`src/rtl/ps2_kbd_rx.sv`:
```
`default_nettype none
// ============================================================================
// Module   : ps2_kbd_rx
// Purpose  : PS/2 keyboard receiver for the emulated HPS keyboard stream.
//            Synchronises ps2_clk/ps2_data into clk_sys and deframes 11-bit
//            frames (start, 8 data LSB first, odd parity, stop). It folds
//            E0/F0 prefixes into single key events and queues the events in
//            a FIFO with a valid/ready handshake.
// Ports    : clk_sys   - system clock
//            reset     - synchronous active-high reset
//            ps2_clk   - PS/2 clock (idles high)
//            ps2_data  - PS/2 data
//            ev_valid  - event present at FIFO head
//            ev_ready  - consumer takes head event when ev_valid & ev_ready
//            ev_code   - set-2 base scan code
//            ev_ext    - event was E0-prefixed
//            ev_press  - 1 = make, 0 = break
//            overflow  - sticky, an event was dropped on a full FIFO
//            err_pulse - one-cycle pulse on parity/framing/timeout error
// Options  : PS2_KBD_RX_PAUSE_EN - when defined, E1 starts an 8-byte Pause
//            sequence that collapses into one {0x77, ext, press} event.
// Revision : 1.0 - initial release
// ============================================================================
module ps2_kbd_rx #(
    parameter int FIFO_BITS = 3,
    parameter int TIMEOUT   = 16383
) (
    input  logic       clk_sys,
    input  logic       reset,
    input  logic       ps2_clk,
    input  logic       ps2_data,
    output logic       ev_valid,
    input  logic       ev_ready,
    output logic [7:0] ev_code,
    output logic       ev_ext,
    output logic       ev_press,
    output logic       overflow,
    output logic       err_pulse
);

    localparam int c_DEPTH = 1 << FIFO_BITS;
    localparam int c_TO_W  = $clog2(TIMEOUT + 1);

    localparam logic [1:0] c_ST_IDLE   = 2'd0;
    localparam logic [1:0] c_ST_DATA   = 2'd1;
    localparam logic [1:0] c_ST_PARITY = 2'd2;
    localparam logic [1:0] c_ST_STOP   = 2'd3;

    // ------------------------------------------------------------------
    // Input synchronisers and falling-edge detect
    // ------------------------------------------------------------------
    logic [1:0] r_clk_s;
    logic [1:0] r_dat_s;
    logic       r_clk_prev;
    logic       w_fe;
    logic       w_bit;

    always_ff @(posedge clk_sys) begin
        if (reset) begin
            r_clk_s    <= 2'b11;
            r_dat_s    <= 2'b11;
            r_clk_prev <= 1'b1;
        end else begin
            r_clk_s    <= {r_clk_s[0], ps2_clk};
            r_dat_s    <= {r_dat_s[0], ps2_data};
            r_clk_prev <= r_clk_s[1];
        end
    end

    assign w_fe  = r_clk_prev & ~r_clk_s[1];
    assign w_bit = r_dat_s[1];

    // ------------------------------------------------------------------
    // Deframer
    // ------------------------------------------------------------------
    logic [1:0]        r_state, w_state_nxt;
    logic [2:0]        r_idx, w_idx_nxt;
    logic [7:0]        r_shift, w_shift_nxt;
    logic              r_par, w_par_nxt;
    logic [c_TO_W-1:0] r_to_cnt, w_to_nxt;
    logic              w_timeout;
    logic              w_byte_done;
    logic              w_frame_err;
    logic              w_err;
    logic [7:0]        w_byte;

    always_ff @(posedge clk_sys) begin
        if (reset) begin
            r_state  <= c_ST_IDLE;
            r_idx    <= 3'd0;
            r_shift  <= 8'd0;
            r_par    <= 1'b0;
            r_to_cnt <= '0;
        end else begin
            r_state  <= w_state_nxt;
            r_idx    <= w_idx_nxt;
            r_shift  <= w_shift_nxt;
            r_par    <= w_par_nxt;
            r_to_cnt <= w_to_nxt;
        end
    end

    // A falling edge in the same cycle as the limit wins: the frame is
    // still alive.
    assign w_timeout = (r_state != c_ST_IDLE) && !w_fe &&
                       (r_to_cnt == c_TO_W'(TIMEOUT));

    always_comb begin
        w_state_nxt = r_state;
        w_idx_nxt   = r_idx;
        w_shift_nxt = r_shift;
        w_par_nxt   = r_par;
        w_byte_done = 1'b0;
        w_frame_err = 1'b0;

        if (w_fe || (r_state == c_ST_IDLE) || w_timeout) begin
            w_to_nxt = '0;
        end else begin
            w_to_nxt = r_to_cnt + {{(c_TO_W-1){1'b0}}, 1'b1};
        end

        case (r_state)
            c_ST_IDLE: begin
                if (w_fe && !w_bit) begin
                    w_state_nxt = c_ST_DATA;
                    w_idx_nxt   = 3'd0;
                end
            end
            c_ST_DATA: begin
                if (w_fe) begin
                    // Shift in from the top so that after eight bits the
                    // first (LSB) bit sits at bit 0.
                    w_shift_nxt = {w_bit, r_shift[7:1]};
                    w_idx_nxt   = r_idx + 3'd1;
                    if (r_idx == 3'd7) begin
                        w_state_nxt = c_ST_PARITY;
                    end
                end
            end
            c_ST_PARITY: begin
                if (w_fe) begin
                    w_par_nxt   = w_bit;
                    w_state_nxt = c_ST_STOP;
                end
            end
            c_ST_STOP: begin
                if (w_fe) begin
                    if (w_bit && ((^r_shift) ^ r_par)) begin
                        w_byte_done = 1'b1;
                    end else begin
                        w_frame_err = 1'b1;
                    end
                    w_state_nxt = c_ST_IDLE;
                end
            end
            default: w_state_nxt = c_ST_IDLE;
        endcase

        if (w_timeout) begin
            w_state_nxt = c_ST_IDLE;
        end
    end

    assign w_err  = w_frame_err | w_timeout;
    assign w_byte = r_shift;

    // ------------------------------------------------------------------
    // Prefix decoder
    // ------------------------------------------------------------------
    logic       r_ext, w_ext_nxt;
    logic       r_rel, w_rel_nxt;
    logic       w_ev_push;
    logic [9:0] w_ev_data;
    logic       r_push;
    logic [9:0] r_push_data;
    logic       r_err_pulse;
`ifdef PS2_KBD_RX_PAUSE_EN
    logic [2:0] r_skip, w_skip_nxt;
`endif

    always_comb begin
        w_ext_nxt = r_ext;
        w_rel_nxt = r_rel;
        w_ev_push = 1'b0;
        w_ev_data = {w_byte, r_ext, ~r_rel};
`ifdef PS2_KBD_RX_PAUSE_EN
        w_skip_nxt = r_skip;
`endif
        if (w_err) begin
            w_ext_nxt = 1'b0;
            w_rel_nxt = 1'b0;
`ifdef PS2_KBD_RX_PAUSE_EN
            w_skip_nxt = 3'd0;
`endif
        end else if (w_byte_done) begin
`ifdef PS2_KBD_RX_PAUSE_EN
            // The seven bytes after E1 are swallowed; the last one
            // releases the single Pause event.
            if (r_skip != 3'd0) begin
                w_skip_nxt = r_skip - 3'd1;
                if (r_skip == 3'd1) begin
                    w_ev_push = 1'b1;
                    w_ev_data = {8'h77, 1'b1, 1'b1};
                end
            end else if (w_byte == 8'hE1) begin
                w_skip_nxt = 3'd7;
            end else
`endif
            begin
                case (w_byte)
                    8'hE0: w_ext_nxt = 1'b1;
                    8'hF0: w_rel_nxt = 1'b1;
                    8'hE1: begin
                        // Dropped; existing flags are left as they are.
                    end
                    default: begin
                        w_ev_push = 1'b1;
                        w_ext_nxt = 1'b0;
                        w_rel_nxt = 1'b0;
                    end
                endcase
            end
        end
    end

    always_ff @(posedge clk_sys) begin
        if (reset) begin
            r_ext       <= 1'b0;
            r_rel       <= 1'b0;
            r_push      <= 1'b0;
            r_push_data <= 10'd0;
            r_err_pulse <= 1'b0;
`ifdef PS2_KBD_RX_PAUSE_EN
            r_skip      <= 3'd0;
`endif
        end else begin
            r_ext       <= w_ext_nxt;
            r_rel       <= w_rel_nxt;
            r_push      <= w_ev_push;
            r_push_data <= w_ev_data;
            r_err_pulse <= w_err;
`ifdef PS2_KBD_RX_PAUSE_EN
            r_skip      <= w_skip_nxt;
`endif
        end
    end

    assign err_pulse = r_err_pulse;

    // ------------------------------------------------------------------
    // Event FIFO; pointer MSB separates full from empty
    // ------------------------------------------------------------------
    logic [9:0]         r_mem [c_DEPTH];
    logic [FIFO_BITS:0] r_wr;
    logic [FIFO_BITS:0] r_rd;
    logic               r_overflow;
    logic               w_empty;
    logic               w_full;
    logic               w_pop;
    logic               w_wr_en;
    logic [9:0]         w_head;

    assign w_empty = (r_wr == r_rd);
    assign w_full  = (r_wr[FIFO_BITS] != r_rd[FIFO_BITS]) &&
                     (r_wr[FIFO_BITS-1:0] == r_rd[FIFO_BITS-1:0]);
    assign w_pop   = ~w_empty & ev_ready;
    // A pop in the same cycle frees the slot, so a full FIFO still accepts.
    assign w_wr_en = r_push & (~w_full | w_pop);

    always_ff @(posedge clk_sys) begin
        if (reset) begin
            r_wr       <= '0;
            r_rd       <= '0;
            r_overflow <= 1'b0;
            for (int i = 0; i < c_DEPTH; i++) begin
                r_mem[i] <= 10'd0;
            end
        end else begin
            if (w_wr_en) begin
                r_mem[r_wr[FIFO_BITS-1:0]] <= r_push_data;
                r_wr <= r_wr + {{FIFO_BITS{1'b0}}, 1'b1};
            end
            if (r_push && !w_wr_en) begin
                r_overflow <= 1'b1;
            end
            if (w_pop) begin
                r_rd <= r_rd + {{FIFO_BITS{1'b0}}, 1'b1};
            end
        end
    end

    assign w_head   = r_mem[r_rd[FIFO_BITS-1:0]];
    assign ev_valid = ~w_empty;
    assign ev_code  = w_head[9:2];
    assign ev_ext   = w_head[1];
    assign ev_press = w_head[0];
    assign overflow = r_overflow;

endmodule
`default_nettype wire
```
`config.mk`:
```
export PLATFORM = sky130hd
export DESIGN_NAME = ps2_kbd_rx
export DESIGN_NICKNAME = d
export VERILOG_FILES = /design/src/rtl/ps2_kbd_rx.sv
export SDC_FILE = /design/constraint.sdc
export NUM_CORES = 1
export LEC_CHECK = 0
export BUFFER_PORTS_ARGS = -buffer_cell sky130_fd_sc_hd__buf_2
export CAP_MARGIN = 15
export CORE_MARGIN = 2
export CORE_UTILIZATION = 50
export DETAILED_ROUTE_END_ITERATION = 8
export PLACE_DENSITY = 0.66
export SYNTH_ARGS = -nofsm -noshare
export SYNTH_HDL_FRONTEND = slang
export SYNTH_SLANG_ARGS = --single-unit
export TNS_END_PERCENT = 10
```
`constraint.sdc`:
```
create_clock -name clk_sys -period 3.1 [get_ports clk_sys]
set_input_delay 0.62 -clock clk_sys [delete_from_list [all_inputs] [get_ports clk_sys]]
set_output_delay 0.62 -clock clk_sys [all_outputs]
set_load 0.1 [all_outputs]
```
==> results of run 1 <==
==> kinds of logic after synthesis <==
| kind of cell | synth area share, % |
|---|---|
| and+or+nand+nor | 17.8 |
| DFF | 59.0 |
| AOI/OAI and AO/OA | 4.20 |
| muxes | 9.93 |
| buffers and inverters | 2.35 |
| xor gates and xnor gates | 3.69 |
| adders and majority gates | 3.09 |
==> path summary, 6_finish.rpt <==
path | start | end | depth (start not counted)
hold reg to reg | r_dat_s[0] | r_dat_s[1] | 1
setup reg to reg | r_wr[2] | r_mem[4][7] | 6
hold / removal | ps2_clk | r_clk_s[0] | 2
setup / recovery | register | ev_ext | 4
==> through the flow <==
stage | util [%] | worst slack, ps | cell area (µm²)
after floorplan | - | 557 | 6070
after global placement | 53.2 | 686 | 6330
after detailed placement | 53.2 | 657 | 6330
after CTS | 58.0 | 207 | 6900
after global routing | 58.0 | 130 | 6900
final | 58.0 | 245 | 6900
==> state kept, by name (all words and copies together) (netlist names), 2 cells and up, named ones only <==
signal       cells
r_idx            3
r_clk_s          2
r_to_cnt        14
r_rd             4
r_shift          8
r_wr             4
r_mem           80
r_state          2
r_push_data     10
r_dat_s          2
==> layer usage <==
layer	track usage [%]	vias to the layer above	wire length, µm
met3	4.18	18	477
met1	26.5	1774	5300
met2	32.2	79	5850
li1	-	1740	-
met4	9.67	0	202
met5	0	-	0
==> critical path: stages (launching register included) <==
cell and delay (ps):
dfxtp_1 320, buf_4 360, mux4_2 550, mux2_2 300, buf_2 300
==> layout make-up <==
| cell class | count | area (µm²) |
|---|---|---|
| fillers | 976 | 5010 |
| clock buffers | 27 | 514 |
| repair buffers | 30 | 183 |
| clock inverters | 5 | 56.3 |
| inverters | 9 | 33.8 |
| flip-flops and latches | 139 | 3580 |
| well taps | 147 | 184 |
| multi-input cells | 305 | 2350 |
==> power groups by stage <==
stage	sequential, mW	clock (mW)	combinational [mW]
finish	2.05	1.92	0.265
global placement	2.08	0	0.259
floorplan	2.07	0	0.218
CTS	2.05	1.96	0.266
detailed placement	2.09	0	0.264
global route	2.05	2.03	0.293
==> placed cells by master, fill, tap and decap left out, types with 4 or more instances in the layout <==
cell type	count
xor2_1	13
clkbuf_16	18
a21oi_1	11
mux2i_1	4
xnor2_1	10
o22a_1	8
mux4_2	20
clkbuf_1	6
mux2_2	10
ha_1	15
o21ai_0	5
nand2_1	11
or2_2	9
nor2b_1	7
nor2_1	44
buf_4	13
nand3_1	12
buf_2	17
edfxtp_1	80
and3_1	8
dfxtp_1	59
and2_1	80
inv_1	9
==> results.txt, run 1 <==
DRT Pass-1 Iters = 4
# setup viols final = 0
Peak VDD IR = 378 µV
Leak = 2.61 nW
CTS tree = done
Post-CTS Setup Repair Bufs = 0
max-slew violations = 0
clk slew on worst S/H paths = 50 ps
GRT Total Usage = 20.2%
Synth top cells by count = 80 x and2_1, 80 x edfxtp_1, 59 x dfxtp_1
TNS Setup = 0 ps
pwr dens = 614 mW/mm²
Syn Std Cell Area = 0.00607 mm²
Routed Antenna Nets = 0
Synth Flop Type = edfxtp_1
CP Data Required Time = 2480 ps
critical path class = reg -> out
largest net degree at the start of global routing = 36
worst-margin pin slew = 706 ps
fin cells = 662
Rows = 40
Vias = 3611
Sink Count = 139
skew final = 5.39 ps
sequential group share of total power = 48.3%
crit path DAT = 2230 ps
core area = 0.0119 mm²
worst-path fanout max = 20
Inserted Clock Buffers = 17
RSZ-0062 raised after global routing = false
mean area per synthesized cell = 12.8 µm²
Reg2Reg Setup Slack = 990 ps
Worst Setup End Kind = primary output
Rel. slew slack = 52.9%
Clock Latency Late Sink = 410 ps
Congestion Overflow GR = 0
Switch Pwr = 0.918 mW
largest area contributor in the netlist = edfxtp_1
Clock power frac = 45.4%
sw frac = 21.7%
Synthesized Nets = 496
Layout area overhead = 13.6%
status = finished, final reports clean
Final period util = 92.1%
Total Nets Final = 522
DRT iter0 DRCs = 208
H-tree lvl count = 4
DRC Markers = 0
post-layout minimum cycle time = 2850 ps
final hold violation count = 0
half-perimeter wire length after placement = 7630 µm
Cells after Synth = 476
Startpoint Class = register
Hold Crit Class = in -> reg
Placer Congestion = 0.765
die area = 0.0130 mm²
post-CTS sizing = 0
Synth Register Bits = 139
Post-synth EDFFs = 80
initial antenna violation count = 0
fraction of layout cells with a size suffix above 1 = 19.6%
Cell variety after synth = 46
share of flip-flops with an asynchronous set or reset = 0%
# diodes = 0
first-pass GRT wire length = 19500 µm
Bufs on Longest Clock Path = 2
Gate power share = 6.2%
die height = 114 µm
Max Freq = 350 MHz
Pwr Total = 4.24 mW
# hold bufs at CTS = 0
detailed-route vias per instance = 5.45
Hold WS = 388 ps
vias in the first global route = 3752
# port buffers = 17
Initial Util = 51.0%
Area contributors post-synth = edfxtp_1 40%, dfxtp_1 19%, and2_1 8.2%
# IOs = 18
area fraction of the dominant cell type after synthesis = 39.5%
Placed Cells = 630
synth warn = 0
Internal = 3.32 mW
Clock Root Buffer = clkbuf_16
post-synthesis sequential area ratio = 59.0%
Max Cap Viol = 0
DR WL/cell = 17.9 µm
final WL = 11800 µm
Die W = 114 µm
Power figures use the tool's default switching activity.
==> run 2: changes to the inputs <==
- REMOVE_ABC_BUFFERS: default -> 1
==> results.txt, run 2 (synthesis gave the netlist of run 1 again) <==
worst-margin pin slew = 755 ps (was 706 ps)
die height = 114 µm (unchanged)
Max Freq = 350 MHz (about the same)
GRT Total Usage = 19.6% (was 20.2%)
CP Capture Point = ev_code[2] (was ev_ext)
vias in the first global route = 3662 (was 3752)
Total Nets Final = 522 (unchanged)
Worst path max stage delay = 550 ps (about the same)
reg2reg start = r_wr[0] (was r_wr[2])
first-pass GRT wire length = 19000 µm (was 19500 µm)
CP Depth = 4 (unchanged)
Rows = 40 (unchanged)
Routed Antenna Nets = 0 (unchanged)
fraction of layout cells with a size suffix above 1 = 19.6% (unchanged)
# IOs = 18 (unchanged)
Largest regs = r_mem: 80 flops, r_to_cnt: 14 flops, r_push_data: 10 flops (unchanged)
Vias = 3569 (was 3611)
Startpoint Class = register (unchanged)
H-tree lvl count = 4 (unchanged)
Rel. slew slack = 49.5% (was 52.9%)
Worst Setup End Kind = primary output (unchanged)
Critical R2R Capture = r_mem[6][3] (was r_mem[4][7])
Final period util = 92.2% (was 92.1%)
Hold Crit Class = in -> reg (unchanged)
Layout area overhead = 14.2% (was 13.6%)
skew final = 5.36 ps (was 5.39 ps)
clk slew on worst S/H paths = 50 ps (about the same)
pwr dens = 631 mW/mm² (was 614 mW/mm²)
Bufs on Longest Clock Path = 2 (unchanged)
critical path class = reg -> out (unchanged)
DRT iter0 DRCs = 265 (was 208)
final WL = 11700 µm (was 11800 µm)
Post-CTS Setup Repair Bufs = 0 (unchanged)
TNS Setup = 0 ps (unchanged)
Peak VDD IR = 430 µV (was 378 µV)
CP Buf/Inv Count = 2 (unchanged)
DRC Markers = 0 (unchanged)
max reg flops = 80 (unchanged)
initial antenna violation count = 0 (unchanged)
Max Cap Viol = 0 (unchanged)
worst-path fanout max = 20 (unchanged)
final hold violation count = 0 (unchanged)
CTS tree = done (unchanged)
Die W = 114 µm (unchanged)
delay-heaviest family, CP = multiplexers (unchanged)
Clock Root Buffer = clkbuf_16 (unchanged)
Congestion Overflow GR = 0 (unchanged)
largest net degree at the start of global routing = 41 (was 36)
Initial Util = 51.0% (unchanged)
die area = 0.0130 mm² (unchanged)
Clock Latency Late Sink = 420 ps (was 410 ps)
worst-path cell chain = buf_4 > mux4_2 > mux2_2 > buf_2 (unchanged)
post-CTS sizing = 0 (unchanged)
# diodes = 0 (unchanged)
RSZ-0062 raised after global routing = false (unchanged)
detailed-route vias per instance = 5.39 (was 5.45)
Sink Count = 139 (unchanged)
max-slew violations = 0 (unchanged)
DR WL/cell = 17.6 µm (was 17.9 µm)
worst reg2reg path depth = 6 (unchanged)
Leak = 2.62 nW (was 2.61 nW)
core area = 0.0119 mm² (unchanged)
Placer Congestion = 0.773 (was 0.765)
status = finished, final reports clean (unchanged)
Slowest-stage cell, CP = mux4_2 (unchanged)
# setup viols final = 0 (unchanged)
half-perimeter wire length after placement = 7620 µm (was 7630 µm)
post-layout minimum cycle time = 2860 ps (was 2850 ps)
CP Data Required Time = 2480 ps (about the same)
Biggest register = r_mem (unchanged)
commonest cells after routing, fill and taps aside = 80 x and2_1, 80 x edfxtp_1, 59 x dfxtp_1, 44 x nor2_1, 20 x mux4_2 (unchanged)
# hold bufs at CTS = 0 (unchanged)
DRT Pass-1 Iters = 4 (unchanged)
Reg2Reg Setup Slack = 1050 ps (was 990 ps)
crit path DAT = 2240 ps (was 2230 ps)
# port buffers = 17 (unchanged)
Inserted Clock Buffers = 17 (unchanged)
Hold WS = 387 ps (was 388 ps)
[run 2: changes by cell type in the layout (fill, tap and decap cells not counted), moves of 2 or more]
cell and change:
clkinv_1 +6, clkinvlp_4 +2, clkbuf_1 -6, clkbuf_8 -3, bufinv_16 +3
[run 2: where the power goes]
group / switching [mW] / internal, mW
logic: 0.169 / 0.0945
clock network: 0.739 / 1.33
registers: 0.0371 / 2.01
[run 2: how the worst min path moves through the flow]
stage | endpoint | startpoint | depth (start not counted) | slack, ps
after global routing | r_dat_s[0] | ps2_data | 2 | 380
after CTS | r_clk_s[0] | ps2_clk | 2 | 370
final | r_clk_s[0] | ps2_clk | 2 | 390
after detailed placement | r_dat_s[1] | r_dat_s[0] | 1 | 400
after global placement | r_dat_s[1] | r_dat_s[0] | 1 | 390
after floorplan | r_push_data[0] | r_rel | 1 | 390
[run 2: layout make-up]
type	count	area (µm²)
Clock inverter	15	179
Tap cell	147	184
Fill cell	976	4970
Sequential cell	139	3580
Inverter	9	33.8
Clock buffer	17	425
Multi-Input combinational cell	305	2350
Timing Repair Buffer	30	183
[run 2: worst reg2reg max path, cell delays in order, from the launching register on]
cell and delay, ps:
dfxtp_1 450, xnor2_1 200, nand3_2 200, o21ai_2 250, nor2_1 80, buf_4 180
or2_2 420
[run 2: through the flow]
| step | power (mW) | util [%] | cell area, µm² | worst slack, ps | instances |
|---|---|---|---|---|---|
| floorplan | 2.27 | - | 5970 | 385 | 453 |
| global placement | 2.34 | 53.2 | 6330 | 688 | 630 |
| detailed placement | 2.35 | 53.2 | 6330 | 661 | 630 |
| CTS | 4.41 | 58.2 | 6940 | 207 | 662 |
| global route | 4.53 | 58.2 | 6940 | 128 | 662 |
| finish | 4.38 | 58.2 | 6940 | 243 | 662 |
[run 2: metal layers]
layer  GRT usage (%)  part of all wire [%]
met5               0                     0
met4            8.13                   2.1
met3            4.98                   4.1
met2            31.5                    48
met1            25.5                    45
==> run 3: changes to the inputs <==
- ABC_AREA: default -> 1
==> results.txt, run 3 <==
max reg flops = 80 (unchanged)
met2 usage = 35.5% (was 31.5%)
critical path class = reg -> out (unchanged)
Hold Crit Class = in -> reg (unchanged)
max-slew violations = 0 (unchanged)
commonest cells after routing, fill and taps aside = 195 x nor2_1, 80 x edfxtp_1, 70 x nand2_1, 58 x dfxtp_1, 57 x o21ai_0 (was 80 x and2_1, 80 x edfxtp_1, 59 x dfxtp_1, 44 x nor2_1, 20 x mux4_2)
cell area after layout = 0.00695 mm² (was 0.00694 mm²)
worst-path fanout max = 20 (unchanged)
DRT Pass-1 Iters = 5 (was 4)
Routed Antenna Nets = 0 (unchanged)
worst-path cell chain = inv_1 > o21ai_0 > o22ai_1 > nor2_1 > a31oi_1 > buf_2 (was buf_4 > mux4_2 > mux2_2 > buf_2)
reg2reg start = r_wr[2] (was r_wr[0])
detailed-route vias per instance = 5.29 (was 5.39)
Rows = 40 (unchanged)
Slowest-stage cell, CP = inv_1 (was mux4_2)
Largest regs = r_mem: 80 flops, r_to_cnt: 14 flops, r_push_data: 10 flops (unchanged)
Cells after Synth = 669 (was 476)
die area = 0.0131 mm² (was 0.0130 mm²)
status = finished, final reports clean (unchanged)
Vias = 4500 (was 3569)
Biggest register = r_mem (unchanged)
Bufs on Longest Clock Path = 2 (unchanged)
core area = 0.0120 mm² (was 0.0119 mm²)
most frequent cell after synthesis = nor2_1
worst-margin pin slew = 680 ps (was 755 ps)
Post-synth EDFFs = 80 (unchanged)
Max Cap Viol = 0 (unchanged)
Clock Latency Late Sink = 410 ps (was 420 ps)
Congestion Overflow GR = 0 (unchanged)
die height = 115 µm (was 114 µm)
final hold violation count = 0 (unchanged)
Rel. slew slack = 54.6% (was 49.5%)
synth warn = 0 (unchanged)
M1 GR Usage = 26.8% (was 25.5%)
Layout fillers = 1039 (was 976)
area fraction of the dominant cell type after synthesis = 39.3% (was 39.5%)
initial antenna violation count = 0 (unchanged)
commonest non-fill, non-tap cell in the layout = nor2_1
clk slew on worst S/H paths = 50 ps (about the same)
Total Nets Final = 710 (was 522)
Layout area overhead = 13.5% (was 14.2%)
# port buffers = 17 (unchanged)
H-tree lvl count = 4 (unchanged)
skew final = 6.13 ps (was 5.36 ps)
Worst Setup End Kind = primary output (unchanged)
post-synthesis sequential area ratio = 58.6% (was 59.0%)
largest net degree at the start of global routing = 33 (was 41)
# setup viols final = 0 (unchanged)
# hold bufs at CTS = 0 (unchanged)
Peak VDD IR = 324 µV (was 430 µV)
pwr dens = 653 mW/mm² (was 631 mW/mm²)
post-layout minimum cycle time = 2900 ps (was 2860 ps)
Max Freq = 345 MHz (was 350 MHz)
half-perimeter wire length after placement = 8810 µm (was 7620 µm)
Syn Std Cell Area = 0.00612 mm² (was 0.00607 mm²)
first-pass GRT wire length = 21100 µm (was 19000 µm)
Synth Flop Type = edfxtp_1 (unchanged)
Inserted Clock Buffers = 17 (unchanged)
met3 usage = 4.45% (was 4.98%)
mean area per synthesized cell = 9.15 µm² (was 12.8 µm²)
DP Area = 0.00637 mm² (was 0.00633 mm²)
fraction of layout cells with a size suffix above 1 = 10.5% (was 19.6%)
Startpoint Class = register (unchanged)
Die W = 115 µm (was 114 µm)
share of flip-flops with an asynchronous set or reset = 0% (unchanged)
largest area contributor in the netlist = edfxtp_1 (unchanged)
Initial Util = 51.2% (was 51.0%)
TNS Setup = 0 ps (unchanged)
GRT Total Usage = 21.5% (was 19.6%)
final WL = 13100 µm (was 11700 µm)
CP Data Required Time = 2480 ps (about the same)
Leak = 2.63 nW (was 2.62 nW)
CTS tree = done (unchanged)
DRC Markers = 0 (unchanged)
Cell variety after synth = 29 (was 46)
Placer Congestion = 0.808 (was 0.773)
RSZ-0062 raised after global routing = false (unchanged)
DRT iter0 DRCs = 297 (was 265)
hold path start = ps2_data (was ps2_clk)
Final period util = 93.6% (was 92.2%)
Clock Root Buffer = clkbuf_16 (unchanged)
# IOs = 18 (unchanged)
Area contributors post-synth = edfxtp_1 39%, dfxtp_1 19%, nor2_1 12% (was edfxtp_1 40%, dfxtp_1 19%, and2_1 8.2%)
Worst path max stage delay = 470 ps (was 550 ps)
vias in the first global route = 4316 (was 3662)
Top Usage Layer GRT = met2 (unchanged)
# diodes = 0 (unchanged)
DR WL/cell = 15.5 µm (was 17.6 µm)
Synth top cells by count = 195 x nor2_1, 80 x edfxtp_1, 70 x nand2_1 (was 80 x and2_1, 80 x edfxtp_1, 59 x dfxtp_1)
Synth Register Bits = 139 (unchanged)
crit path DAT = 2280 ps (was 2240 ps)
Sink Count = 139 (unchanged)
-- run 3: changes by cell type after synthesis, sizes merged, moves of 9 or more --
cell    before  now
nor2        45  197
a31oi        2   12
clkbuf      10   19
a21oi       11   25
mux2        10    0
mux4        20    0
inv          9   56
nand3       13   25
and2        80    0
o22ai        0   10
o21ai        8   57
nand2       11   71
-- run 3: worst paths after layout --
kind,to,slack (ps),cells past startpoint
max,ev_code[0],200,6
max reg2reg,r_mem[5][4],690,7
min,r_dat_s[0],390,2
min reg2reg,r_clk_s[1],410,1
-- run 3: layout make-up --
cell class	count	area [µm²]	area share, %
multi-input combinational	444	2180	31.4
tap	147	184	2.65
clock buffer	23	479	6.90
clock inverter	9	95.1	1.37
sequential	139	3580	51.6
inverter	56	210	3.03
timing repair buffer	32	215	3.10
-- run 3: power by group --
part | internal, mW | switching, mW | total [mW] | leakage, nW
registers | 2.01 | 0.0319 | 2.04 | 1.27
logic | 0.124 | 0.405 | 0.529 | 1.08
clock network | 1.24 | 0.722 | 1.96 | 0.281
total | 3.38 | 1.16 | 4.54 | 2.63
-- run 3: what timing repair did --
action                                  4_1_cts  5_1_grt
endpoints found under the setup margin        0        3
setup buffers                                 0        0
gates resized for setup                       0        3
-- run 3: metrics by stage --
stage | worst slack [ps] | power, mW | hold slack (ps) | utilization [%] | std cells
after detailed placement | 560 | 2.61 | 397 | 53.2 | 818
after global routing | 13.1 | 4.69 | 379 | 58.1 | 850
after global placement | 653 | 2.60 | 392 | 53.2 | 818
after floorplan | -613 | 2.48 | 388 | - | 639
after CTS | 110 | 4.57 | 373 | 58.0 | 850
final | 198 | 4.54 | 389 | 58.1 | 850
-- run 3: worst max-delay path: cells and delay by family (launching register included) --
kind,cells,cell delay [ps]
buf+inv,2,930
compound gates,3,570
flops,1,310
simple gates,1,60
-- run 3: cells by family (layout without fill, tap and decap cells) --
logic type,count (synthesis),after routing,synth area share [%]
AO/OA/AOI/OAI,108,108,9.51
XOR/XNOR,15,15,2.15
adder cells (fa/ha/maj),15,15,3.07
buffers and inverters,86,120,5.83
flip-flops,139,139,58.6
AND/OR/NAND/NOR,306,306,20.9
-- run 3: metal layers --
metal  wire [µm]  vias to the layer above
li1            -                     2258
met2        6250                      132
met5           0                        -
met4         342                        0
met1        5840                     2084
met3         717                       26
